--- src/rtl/weight_fetch.sv ---
// Weight-tile fetcher: reads up to FIFO_DEPTH rows from weight memory and pushes them into the weight FIFO.
// Optional build macro WEIGHT_FETCH_COLMASK_EN zeroes the columns at or beyond numCols in every push.
module weight_fetch #(
  parameter int DATA_WIDTH  = 8,
  parameter int FIFO_INPUTS = 4,
  parameter int FIFO_DEPTH  = 4,
  parameter int ADDR_WIDTH  = 8,
  parameter int CNT_WIDTH   = 8,
  parameter int FIFO_WIDTH  = DATA_WIDTH * FIFO_INPUTS
) (
  input  logic                   clk,
  input  logic                   reset,
  input  logic                   start,
  input  logic [ADDR_WIDTH-1:0]  baseAddr,
  input  logic [CNT_WIDTH-1:0]   numRows,
  input  logic [CNT_WIDTH-1:0]   numCols,
  output logic                   memEn,
  output logic [ADDR_WIDTH-1:0]  memAddr,
  input  logic [FIFO_WIDTH-1:0]  memData,
  output logic [FIFO_INPUTS-1:0] fifoEn,
  output logic [FIFO_WIDTH-1:0]  weightOut,
  output logic                   busy,
  output logic                   done,
  output logic [1:0]             dbg_state
);

  typedef enum logic [1:0] {IDLE, FETCH, DRAIN, DONE} state_e;

  state_e                state_q, state_d;
  logic [CNT_WIDTH-1:0]  cnt_q, cnt_d;
  logic [ADDR_WIDTH-1:0] base_q, base_d;
  logic [CNT_WIDTH-1:0]  rows_q, rows_d;
  logic                  s1_valid_q, s1_valid_d;
  logic                  s1_rd_q, s1_rd_d;
  logic                  s2_valid_q, s2_valid_d;
  logic [FIFO_WIDTH-1:0] data_q, data_d;
  logic                  fetch_rd;

`ifdef WEIGHT_FETCH_COLMASK_EN
  logic [CNT_WIDTH-1:0]  cols_q, cols_d;
`else
  logic                  unused_cols;
  assign unused_cols = ^numCols;
`endif

  // Control FSM: FETCH walks the row counter, DRAIN covers the two-stage read/push pipeline.
  always_comb begin
    state_d  = state_q;
    cnt_d    = cnt_q;
    base_d   = base_q;
    rows_d   = rows_q;
    fetch_rd = 1'b0;
`ifdef WEIGHT_FETCH_COLMASK_EN
    cols_d   = cols_q;
`endif
    case (state_q)
      IDLE: begin
        if (start) begin
          base_d  = baseAddr;
          rows_d  = (numRows > CNT_WIDTH'(FIFO_DEPTH)) ? CNT_WIDTH'(FIFO_DEPTH) : numRows;
`ifdef WEIGHT_FETCH_COLMASK_EN
          cols_d  = (numCols > CNT_WIDTH'(FIFO_INPUTS)) ? CNT_WIDTH'(FIFO_INPUTS) : numCols;
`endif
          cnt_d   = '0;
          state_d = FETCH;
        end
      end
      FETCH: begin
        fetch_rd = (cnt_q < rows_q);
        if (cnt_q == CNT_WIDTH'(FIFO_DEPTH - 1)) begin
          cnt_d   = '0;
          state_d = DRAIN;
        end else begin
          cnt_d = cnt_q + 1'b1;
        end
      end
      DRAIN: begin
        if (cnt_q == CNT_WIDTH'(1)) begin
          cnt_d   = '0;
          state_d = DONE;
        end else begin
          cnt_d = cnt_q + 1'b1;
        end
      end
      default: state_d = IDLE;
    endcase
  end

  // Rows that were not read still push, but as zeros.
  always_comb begin
    s1_valid_d = (state_q == FETCH);
    s1_rd_d    = fetch_rd;
    s2_valid_d = s1_valid_q;
    data_d     = s1_rd_q ? memData : '0;
`ifdef WEIGHT_FETCH_COLMASK_EN
    for (int c = 0; c < FIFO_INPUTS; c++) begin
      if (CNT_WIDTH'(c) >= cols_q) data_d[FIFO_WIDTH-1-c*DATA_WIDTH -: DATA_WIDTH] = '0;
    end
`endif
  end

  always_ff @(posedge clk) begin
    if (reset) begin
      state_q    <= IDLE;
      cnt_q      <= '0;
      base_q     <= '0;
      rows_q     <= '0;
      s1_valid_q <= 1'b0;
      s1_rd_q    <= 1'b0;
      s2_valid_q <= 1'b0;
      data_q     <= '0;
`ifdef WEIGHT_FETCH_COLMASK_EN
      cols_q     <= '0;
`endif
    end else begin
      state_q    <= state_d;
      cnt_q      <= cnt_d;
      base_q     <= base_d;
      rows_q     <= rows_d;
      s1_valid_q <= s1_valid_d;
      s1_rd_q    <= s1_rd_d;
      s2_valid_q <= s2_valid_d;
      data_q     <= data_d;
`ifdef WEIGHT_FETCH_COLMASK_EN
      cols_q     <= cols_d;
`endif
    end
  end

  // Outputs are gated by reset so they read zero in the reset cycle itself.
  assign memEn     = fetch_rd && !reset;
  assign memAddr   = memEn ? (base_q + ADDR_WIDTH'(cnt_q)) : '0;
  assign fifoEn    = {FIFO_INPUTS{s2_valid_q && !reset}};
  assign weightOut = (s2_valid_q && !reset) ? data_q : '0;
  assign busy      = ((state_q == FETCH) || (state_q == DRAIN)) && !reset;
  assign done      = (state_q == DONE) && !reset;
  assign dbg_state = state_q;

endmodule

--- config.mk ---
export PLATFORM = sky130hd
export DESIGN_NAME = weight_fetch
export DESIGN_NICKNAME = d
export VERILOG_FILES = /design/src/rtl/weight_fetch.sv
export SDC_FILE = /design/constraint.sdc
export NUM_CORES = 1
export LEC_CHECK = 0
export ABC_AREA = 1
export BUFFER_PORTS_ARGS = -buffer_cell sky130_fd_sc_hd__buf_2
export CORE_ASPECT_RATIO = 0.7
export CORE_MARGIN = 1
export CORE_UTILIZATION = 40
export CTS_CLUSTER_DIAMETER = 150
export CTS_CLUSTER_SIZE = 8
export DETAILED_ROUTE_END_ITERATION = 10
export GPL_ROUTABILITY_DRIVEN = 0
export PLACE_DENSITY = 0.66
export SLEW_MARGIN = 40
export SYNTH_ARGS = -nofsm -noshare
export SYNTH_HDL_FRONTEND = slang
export SYNTH_SLANG_ARGS = --single-unit
--- constraint.sdc ---
create_clock -name clk -period 4.7 [get_ports clk]
set_input_delay 0.94 -clock clk [delete_from_list [all_inputs] [get_ports clk]]
set_output_delay 0.94 -clock clk [all_outputs]
set_load 0.02 [all_outputs]
==> flow_metrics.env, run 1 <==
export IMPL_status="completed"
export IMPL_synth_cell_types=27
export IMPL_rsz0062_at_grt="no"
export IMPL_worst_slew_pin_slew_ps=613
export IMPL_grt_pass1_wl_mm=10.1
export IMPL_cts_max_level=3
export IMPL_report_final_slew_viol_count=0
export IMPL_yosysWarnings=0
export IMPL_die_w_microns=106
export IMPL_slew_headroom_pct=59.0
export IMPL_wl_per_cell_microns=9.92
export IMPL_end_kind="output pin"
export IMPL_numCtsBuffers=9
export IMPL_cp_cell_sequence="buf_2 -> inv_2 -> nand2_2 -> nor2_1 -> buf_2"
export IMPL_p_leak_nw=1.99
export IMPL_cp_slowest_cell="nand2_2"
export IMPL_synthTopCellsByArea="dfxtp_1, nor2_1, inv_1, ha_1, nand2_1"
export IMPL_p_sw_share_pct=33.8
export IMPL_arrival_ps=2240
export IMPL_period_share_pct=67.7
export IMPL_postCtsSetupBuffers=0
export IMPL_synth_adder_area_share_pct=9.28
export IMPL_critPathLaunchType="input port"
export IMPL_die_h_microns=75.0
export IMPL_muxShareOfSynthArea_pct=0
export IMPL_numPortBuffers=99
export IMPL_ys_seq_area_share_pct=40.1
export IMPL_ctsResizeCount=0
export IMPL_synth_top_family_by_area="simple AND/OR/NAND/NOR gates"
export IMPL_finalHoldViolCount=0
export IMPL_nets=616
export IMPL_seqPwrFrac_pct=42.7
export IMPL_cp_required_ps=3760
export IMPL_hold_path_class="flop to flop"
export IMPL_place_hpwl_mm=4.70
export IMPL_synthFlopType="dfxtp_1"
export IMPL_crit_fanout=33
export IMPL_power_switching_w=0.000482
export IMPL_drc=0
export IMPL_grt_max_degree=34
export IMPL_clock_path_buffers=2
export IMPL_grt_overflow=0
export IMPL_whs_path_depth=2
export IMPL_synth_cells=438
export IMPL_synth_xor_area_share_pct=2.30
export IMPL_cts_root_buf="clkbuf_8"
export IMPL_crit_path_max_incr_delay_ps=420
export IMPL_setup_violations_final=0
export IMPL_drive_gt1_share_pct=23.5
export IMPL_yosysTopAreaCell="dfxtp_1"
export IMPL_synth_edff_count=0
export IMPL_syn_num_nets=519
export IMPL_synth_most_common_cell="nor2_1"
export IMPL_start_util_pct=41.6
export IMPL_postRouteAntennaNets=0
export IMPL_antennaDiodeCount=0
export IMPL_rows=26
export IMPL_rr_worst_depth=6
export IMPL_fmax_ghz=0.314
export IMPL_path_class="input port to output pin"
export IMPL_synth_compound_area_share_pct=5.30
export IMPL_power_density_mw_per_mm2=378
export IMPL_cts_tree="built"
export IMPL_internal_power_w=0.000943
export IMPL_dieArea_sq_mm=0.00798
export IMPL_p_clk_share_pct=32.6
export IMPL_synthesis_area_sq_mm=0.00305
export IMPL_pwr_share_comb_pct=24.6
export IMPL_skew_ps=6.28
export IMPL_yosys_top_cells_count="nor2_1, inv_1, dfxtp_1, nand2_1, ha_1"
export IMPL_ys_seq_elements=61
export IMPL_drv_cap=0
export IMPL_cp_common_cell="buf_2"
export IMPL_grt_pass1_vias=2260
export IMPL_drt_wl_total_mm=6.33
export IMPL_drtIter0Drc=102
export IMPL_boundaryPins=108
export IMPL_via_per_inst=4.20
export IMPL_power_w=0.00142
export IMPL_clk_latency_ps=340
export IMPL_min_period_ps=3180
export IMPL_vias=2681
export IMPL_holdBufCountCts=0
export IMPL_core_sq_mm=0.00732
export IMPL_path_clk_slew_ps=70
export IMPL_cts_sinks=61
export IMPL_grt_total_usage_pct=16.2
export IMPL_max_vdd_ir_drop_mv=0.174
export IMPL_fin_tns_setup_ps=0
export IMPL_drt_first_pass_iters=4
export IMPL_antenna_found_initial=0
export IMPL_area_growth_pct=23.8
export IMPL_synthArstFlopShare_pct=0
export IMPL_yosysTopAreaCellShare_pct=40.1
export IMPL_synth_area_per_cell_sq_um=6.96
export IMPL_synth_simple_gate_area_share_pct=26.7
[metrics by stage]
step / util, % / hold WS [ps] / worst slack, ps / cell area [sq um] / cells
after detailed placement: 48.8 / 394 / 1470 / 3570 / 622
after global routing: 51.5 / 408 / 1380 / 3770 / 638
after floorplan: - / 388 / 1940 / 3050 / 438
after global placement: 48.8 / 392 / 1490 / 3570 / 622
after CTS: 51.5 / 404 / 1490 / 3770 / 638
final: 51.5 / 403 / 1520 / 3770 / 638
[path summary, 6_finish.rpt]
| kind | start | end | slack [ps] |
|---|---|---|---|
| max reg2reg | dbg_state[0] | rows_q[2] | 2950 |
| max | reset | weightOut[24] | 1520 |
| min | s1_valid_q | s2_valid_q | 400 |
| min reg2reg | s1_valid_q | s2_valid_q | 400 |
[layer usage]
layer	up-vias	part of all wire, %	GRT usage [%]	wire length (microns)
met3	9	4.8	5.45	305
met4	0	1.1	5.25	68
met2	66	42	24.8	2660
li1	1476	-	-	-
met5	-	0	0	0
met1	1130	52	21.8	3300
[critical path: cells and delay by family]
family / cells / cell delay (ps)
buffers and inverters: 3 / 620
and+or+nand+nor: 2 / 670
[power groups by stage]
stage	logic, W	clock network [W]	registers, W
after floorplan	0.000270	0	0.000615
after global placement	0.000345	0	0.000618
after detailed placement	0.000352	0	0.000621
after CTS	0.000354	0.000473	0.000609
after global routing	0.000409	0.000499	0.000615
final	0.000351	0.000465	0.000609
[cell usage in the layout (no fill, tap or decap), types with 2 or more instances in the layout]
master and n:
a21oi_1 14, nand4_1 4, buf_2 99, nor3_1 5, xnor2_1 7, nand3_1 16
nand2_1 51, nand2_2 5, inv_1 106, ha_1 21, dfxtp_1 61, inv_2 2
nor2_1 107, nor2_2 3, clkbuf_8 9, o21ai_0 13, clkinvlp_4 3
[state kept, by name (all words and copies together) (netlist names)]
signal and count:
base_q 8, s2_valid_q 1, rows_q 8, cnt_q 8, dbg_state 2, data_q 32
s1_rd_q 1, s1_valid_q 1
[cell families after synthesis]
family	Yosys count
AND/OR/NAND/NOR	195
buffers and inverters	121
AO/OA/AOI/OAI	31
adder cells (fa/ha/maj)	22
XOR/XNOR	8
flip-flops	61
[area by class of cell]
cell class	count	area (sq um)
Fill cell	737	3550
Multi-Input combinational cell	256	1330
Sequential cell	61	1220
Timing Repair Buffer	99	495
Inverter	108	405
Clock buffer	9	124
Tap cell	98	123
Clock inverter	7	75.1
Note: power is estimated with default switching activity, not from simulation.
==> run 2: changes to the inputs <==
--- a/config.mk
+++ b/config.mk
@@ -14,7 +14,7 @@
 export CTS_CLUSTER_SIZE = 8
 export DETAILED_ROUTE_END_ITERATION = 10
 export GPL_ROUTABILITY_DRIVEN = 0
-export PLACE_DENSITY = 0.66
+export PLACE_DENSITY = 0.69
 export SLEW_MARGIN = 40
 export SYNTH_ARGS = -nofsm -noshare
 export SYNTH_HDL_FRONTEND = slang
==> constraint.sdc (replaced) <==
create_clock -name clk -period 2.84 [get_ports clk]
set_input_delay 0.568 -clock clk [delete_from_list [all_inputs] [get_ports clk]]
set_output_delay 0.568 -clock clk [all_outputs]
set_load 0.02 [all_outputs]
==> flow_metrics.env, run 2 (synthesized netlist as in run 1, its figures left out) <==
export IMPL_nets=617
export IMPL_power_w=0.00235
export IMPL_drive_gt1_share_pct=23.5
export IMPL_drv_cap=0
export IMPL_slew_headroom_pct=60.7
export IMPL_postRouteAntennaNets=0
export IMPL_largest_reg_flops=32
export IMPL_holdBufCountCts=0
export IMPL_vias=2794
export IMPL_antennaDiodeCount=0
export IMPL_cts_sinks=61
export IMPL_die_h_microns=75.0
export IMPL_clock_path_buffers=2
export IMPL_cts_tree="built"
export IMPL_met1_usage_pct=22.1
export IMPL_drt_first_pass_iters=4
export IMPL_max_vdd_ir_drop_mv=0.338
export IMPL_ctsResizeCount=0
export IMPL_top_usage_layer="met2"
export IMPL_die_w_microns=106
export IMPL_drc=0
export IMPL_fin_tns_setup_ps=0
export IMPL_finalHoldViolCount=0
export IMPL_cts_root_buf="clkbuf_8"
export IMPL_area_growth_pct=23.8
export IMPL_wl_per_cell_microns=10.3
export IMPL_arrival_ps=1980
export IMPL_via_per_inst=4.37
export IMPL_path_clk_slew_ps=60
export IMPL_drtIter0Drc=103
export IMPL_rsz0062_at_grt="no"
export IMPL_grt_max_degree=34
export IMPL_stdcell_area_sq_mm=0.00377
export IMPL_status="completed"
export IMPL_antenna_found_initial=0
export IMPL_place_hpwl_mm=4.89
export IMPL_clk_latency_ps=330
export IMPL_final_cell_mix="nor2_1, inv_1, buf_2"
export IMPL_post_place_cells=623
export IMPL_p_leak_nw=2.01
export IMPL_period_share_pct=89.9
export IMPL_dieArea_sq_mm=0.00798
export IMPL_drt_wl_total_mm=6.61
export IMPL_grt_util_met2_pct=27.5
export IMPL_path_class="flop to output pin"
export IMPL_grt_pass1_wl_mm=10.6
export IMPL_power_density_mw_per_mm2=623
export IMPL_grt_pass1_vias=2380
export IMPL_globalRouteMet3Util_pct=3.72
export IMPL_grt_overflow=0
export IMPL_start_util_pct=41.6
export IMPL_rows=26
export IMPL_skew_ps=8.17
export IMPL_cts_max_level=3
export IMPL_placed_cell_area_sq_mm=0.00358
export IMPL_core_sq_mm=0.00732
export IMPL_grt_total_usage_pct=17.1
export IMPL_largest_register="data_q"
export IMPL_setup_violations_final=0
export IMPL_crit_fanout=10
export IMPL_layout_commonest_cell="nor2_1"
export IMPL_worst_slew_pin_slew_ps=587
export IMPL_cp_required_ps=2270
export IMPL_postCtsSetupBuffers=0
export IMPL_hold_path_class="flop to flop"
export IMPL_end_kind="output pin"
export IMPL_boundaryPins=108
export IMPL_stdcell_count=639
export IMPL_critPathLaunchType="flop"
export IMPL_numCtsBuffers=9
export IMPL_numPortBuffers=99
export IMPL_report_final_slew_viol_count=0
export IMPL_min_period_ps=2550
export IMPL_fmax_ghz=0.392
## run 2: final cells by class
cell class	count	area, sq um
clock buffer	11	141
clock inverter	5	50.0
multi-input combinational	256	1330
tap	98	123
timing repair buffer	100	503
inverter	108	405
fill	748	3550
sequential	61	1220
## run 2: report_power, final
group,total [W],switching [W],leakage [nW],internal (W)
Combinational,0.000593,0.000379,1.41,0.000214
Clock,0.000750,0.000327,0.103,0.000423
Sequential,0.00100,0.0000638,0.495,0.000941
Total,0.00235,0.000770,2.01,0.00158
## run 2: through the flow
step,hold WS (ps),worst slack [ps],util (%)
6_report,406,288,51.5
5_1_grt,432,65.1,51.5
4_1_cts,401,276,51.5
3_5_place_dp,398,565,48.9
3_3_place_gp,396,579,48.9
2_1_floorplan,388,719,-
## run 2: worst paths after layout
check	startpoint	endpoint	slack, ps	cells after the start
worst max-delay path	cnt_q[7]	memAddr[7]	290	7
worst min-delay path	s1_valid_q	s2_valid_q	410	2
worst min register to register	s1_valid_q	s2_valid_q	410	2
worst max register to register	dbg_state[0]	rows_q[2]	1100	6
## run 2: worst max-delay path, cell delays in order, from the launching register on
cell     delay [ps]
dfxtp_1         460
ha_1            300
a21oi_1         150
nand2_1          80
nor3b_2         170
nand2_2         180
nor2_1          140
buf_2           180
## run 2: per-layer routing
| layer | up-vias | wire, microns |
|---|---|---|
| met1 | 1225 | 3180 |
| li1 | 1484 | - |
| met5 | - | 0 |
| met2 | 74 | 3010 |
| met3 | 11 | 312 |
| met4 | 0 | 110 |
==> run 3: changes to the inputs <==
--- a/config.mk
+++ b/config.mk
@@ -6,15 +6,14 @@
 export NUM_CORES = 1
 export LEC_CHECK = 0
 export ABC_AREA = 1
-export BUFFER_PORTS_ARGS = -buffer_cell sky130_fd_sc_hd__buf_2
-export CORE_ASPECT_RATIO = 0.7
+export CORE_ASPECT_RATIO = 0.5
 export CORE_MARGIN = 1
 export CORE_UTILIZATION = 40
 export CTS_CLUSTER_DIAMETER = 150
 export CTS_CLUSTER_SIZE = 8
 export DETAILED_ROUTE_END_ITERATION = 10
+export DONT_BUFFER_PORTS = 1
 export GPL_ROUTABILITY_DRIVEN = 0
-export PLACE_DENSITY = 0.69
 export SLEW_MARGIN = 40
 export SYNTH_ARGS = -nofsm -noshare
 export SYNTH_HDL_FRONTEND = slang
==> flow_metrics.env, run 3 (synthesized netlist as in run 1, its figures left out) <==
export IMPL_status="finished, violations left"
export IMPL_violations="DRC"
export IMPL_skew_ps=4.46
export IMPL_numCtsBuffers=9
export IMPL_drive_gt1_share_pct=6.77
export IMPL_clk_latency_ps=320
export IMPL_numPortBuffers=0
export IMPL_fin_tns_setup_ps=0
export IMPL_slew_headroom_pct=59.9
export IMPL_period_share_pct=91.4
export IMPL_seq_area_sq_mm=0.00122
export IMPL_wl_per_cell_microns=10.5
export IMPL_crit_fanout=10
export IMPL_min_period_ps=2600
export IMPL_path_class="flop to output pin"
export IMPL_grt_overflow=0
export IMPL_final_cell_mix="nor2_1, inv_1, dfxtp_1"
export IMPL_cts_root_buf="clkbuf_16"
export IMPL_antenna_found_initial=0
export IMPL_p_sw_share_pct=29.5
export IMPL_start_util_pct=41.5
export IMPL_dp_slack_ps=560
export IMPL_multi_input_area_sq_mm=0.00133
export IMPL_critPathLaunchType="flop"
export IMPL_p_clk_share_pct=41.3
export IMPL_place_hpwl_mm=4.12
export IMPL_layout_commonest_cell="nor2_1"
export IMPL_path_clk_slew_ps=50
export IMPL_cts_tree="built"
export IMPL_pwr_share_comb_pct=20.1
export IMPL_arrival_ps=2030
export IMPL_via_per_inst=4.37
export IMPL_drt_wl_total_mm=5.67
export IMPL_power_w=0.00261
export IMPL_finalHoldViolCount=0
export IMPL_seqPwrFrac_pct=38.6
export IMPL_grt_total_usage_pct=15.4
export IMPL_internal_power_w=0.00184
export IMPL_holdBufCountCts=0
export IMPL_fmax_ghz=0.385
export IMPL_drtIter0Drc=104
export IMPL_placed_cell_area_sq_mm=0.00310
export IMPL_stdcell_area_sq_mm=0.00340
export IMPL_core_sq_mm=0.00735
export IMPL_nets=520
export IMPL_die_w_microns=125
export IMPL_clock_path_buffers=2
export IMPL_drc=7
export IMPL_largest_register="data_q"
export IMPL_boundaryPins=108
export IMPL_report_final_slew_viol_count=0
export IMPL_rsz0062_at_grt="no"
export IMPL_drt_first_pass_iters=7
export IMPL_end_kind="output pin"
export IMPL_drv_cap=0
export IMPL_postCtsSetupBuffers=0
export IMPL_cts_sinks=61
export IMPL_r2r_setup_slack_ps=890
export IMPL_cts_max_level=3
export IMPL_largest_reg_flops=32
export IMPL_setup_violations_final=0
export IMPL_cp_required_ps=2270
export IMPL_p_leak_nw=1.59
export IMPL_max_vdd_ir_drop_mv=0.309
export IMPL_power_switching_w=0.000769
export IMPL_grt_max_degree=34
export IMPL_fillers=797
export IMPL_grt_pass1_wl_mm=9.43
export IMPL_power_density_mw_per_mm2=768
export IMPL_die_h_microns=63.7
export IMPL_dieArea_sq_mm=0.00799
export IMPL_area_growth_pct=11.5
export IMPL_setup_slack_ps=244
export IMPL_rows=22
export IMPL_postRouteAntennaNets=0
export IMPL_hold_path_class="input port to flop"
export IMPL_grt_pass1_vias=2036
export IMPL_ctsResizeCount=0
export IMPL_antennaDiodeCount=0
export IMPL_vias=2354
export IMPL_worst_slew_pin_slew_ps=599
export IMPL_final_util_pct=46.2
-- run 3: changes by cell type in the layout (fill, tap and decap cells not counted) --
| cell | before | now |
|---|---|---|
| clkbuf_8 | 10 | 2 |
| buf_4 | 1 | 3 |
| clkbuf_1 | 1 | 0 |
| clkinv_2 | 4 | 2 |
| clkinvlp_4 | 0 | 1 |
| buf_2 | 99 | 0 |
| clkbuf_16 | 0 | 9 |
-- run 3: worst max-delay path: stages, from the launching register on --
cell     delay, ps
dfxtp_1        400
inv_1          150
ha_1           180
inv_1           60
nor2_2         100
nand2_1         70
nor3b_2        180
nand2_2        170
nor2_1         380
-- run 3: final cells by class --
type                            count  area share [%]
Multi-Input combinational cell    256            39.1
Clock buffer                       11            7.44
Sequential cell                    61            35.9
Timing Repair Buffer                3           0.663
Inverter                          108            11.9
Clock inverter                      4            1.40
Tap cell                           96            3.54
-- run 3: metrics by stage --
step	std cells	hold slack (ps)
finish	539	314
CTS	539	298
floorplan	438	388
global route	539	301
global placement	524	391
detailed placement	524	396
-- run 3: power by group through the flow --
stage / clock network (W) / logic (W) / registers, W
floorplan: 0 / 0.000447 / 0.00102
global placement: 0 / 0.000522 / 0.00102
detailed placement: 0 / 0.000527 / 0.00103
CTS: 0.00111 / 0.000529 / 0.00101
global route: 0.00115 / 0.000610 / 0.00102
finish: 0.00108 / 0.000523 / 0.00101
-- run 3: worst paths after layout --
path	from	endpoint	cells past startpoint
hold / removal	reset	s2_valid_q	1
setup reg to reg	dbg_state[1]	cnt_q[2]	6
setup / recovery	dbg_state[1]	memAddr[0]	8
hold reg to reg	s1_valid_q	s2_valid_q	2
-- run 3: per-layer routing --
metal | GRT usage [%] | up-vias | part of all wire [%]
met3 | 5.69 | 9 | 5.9
met1 | 19.7 | 990 | 52
met4 | 6.86 | 0 | 1.6
met2 | 23.1 | 67 | 41
li1 | - | 1288 | -
met5 | 0 | - | 0
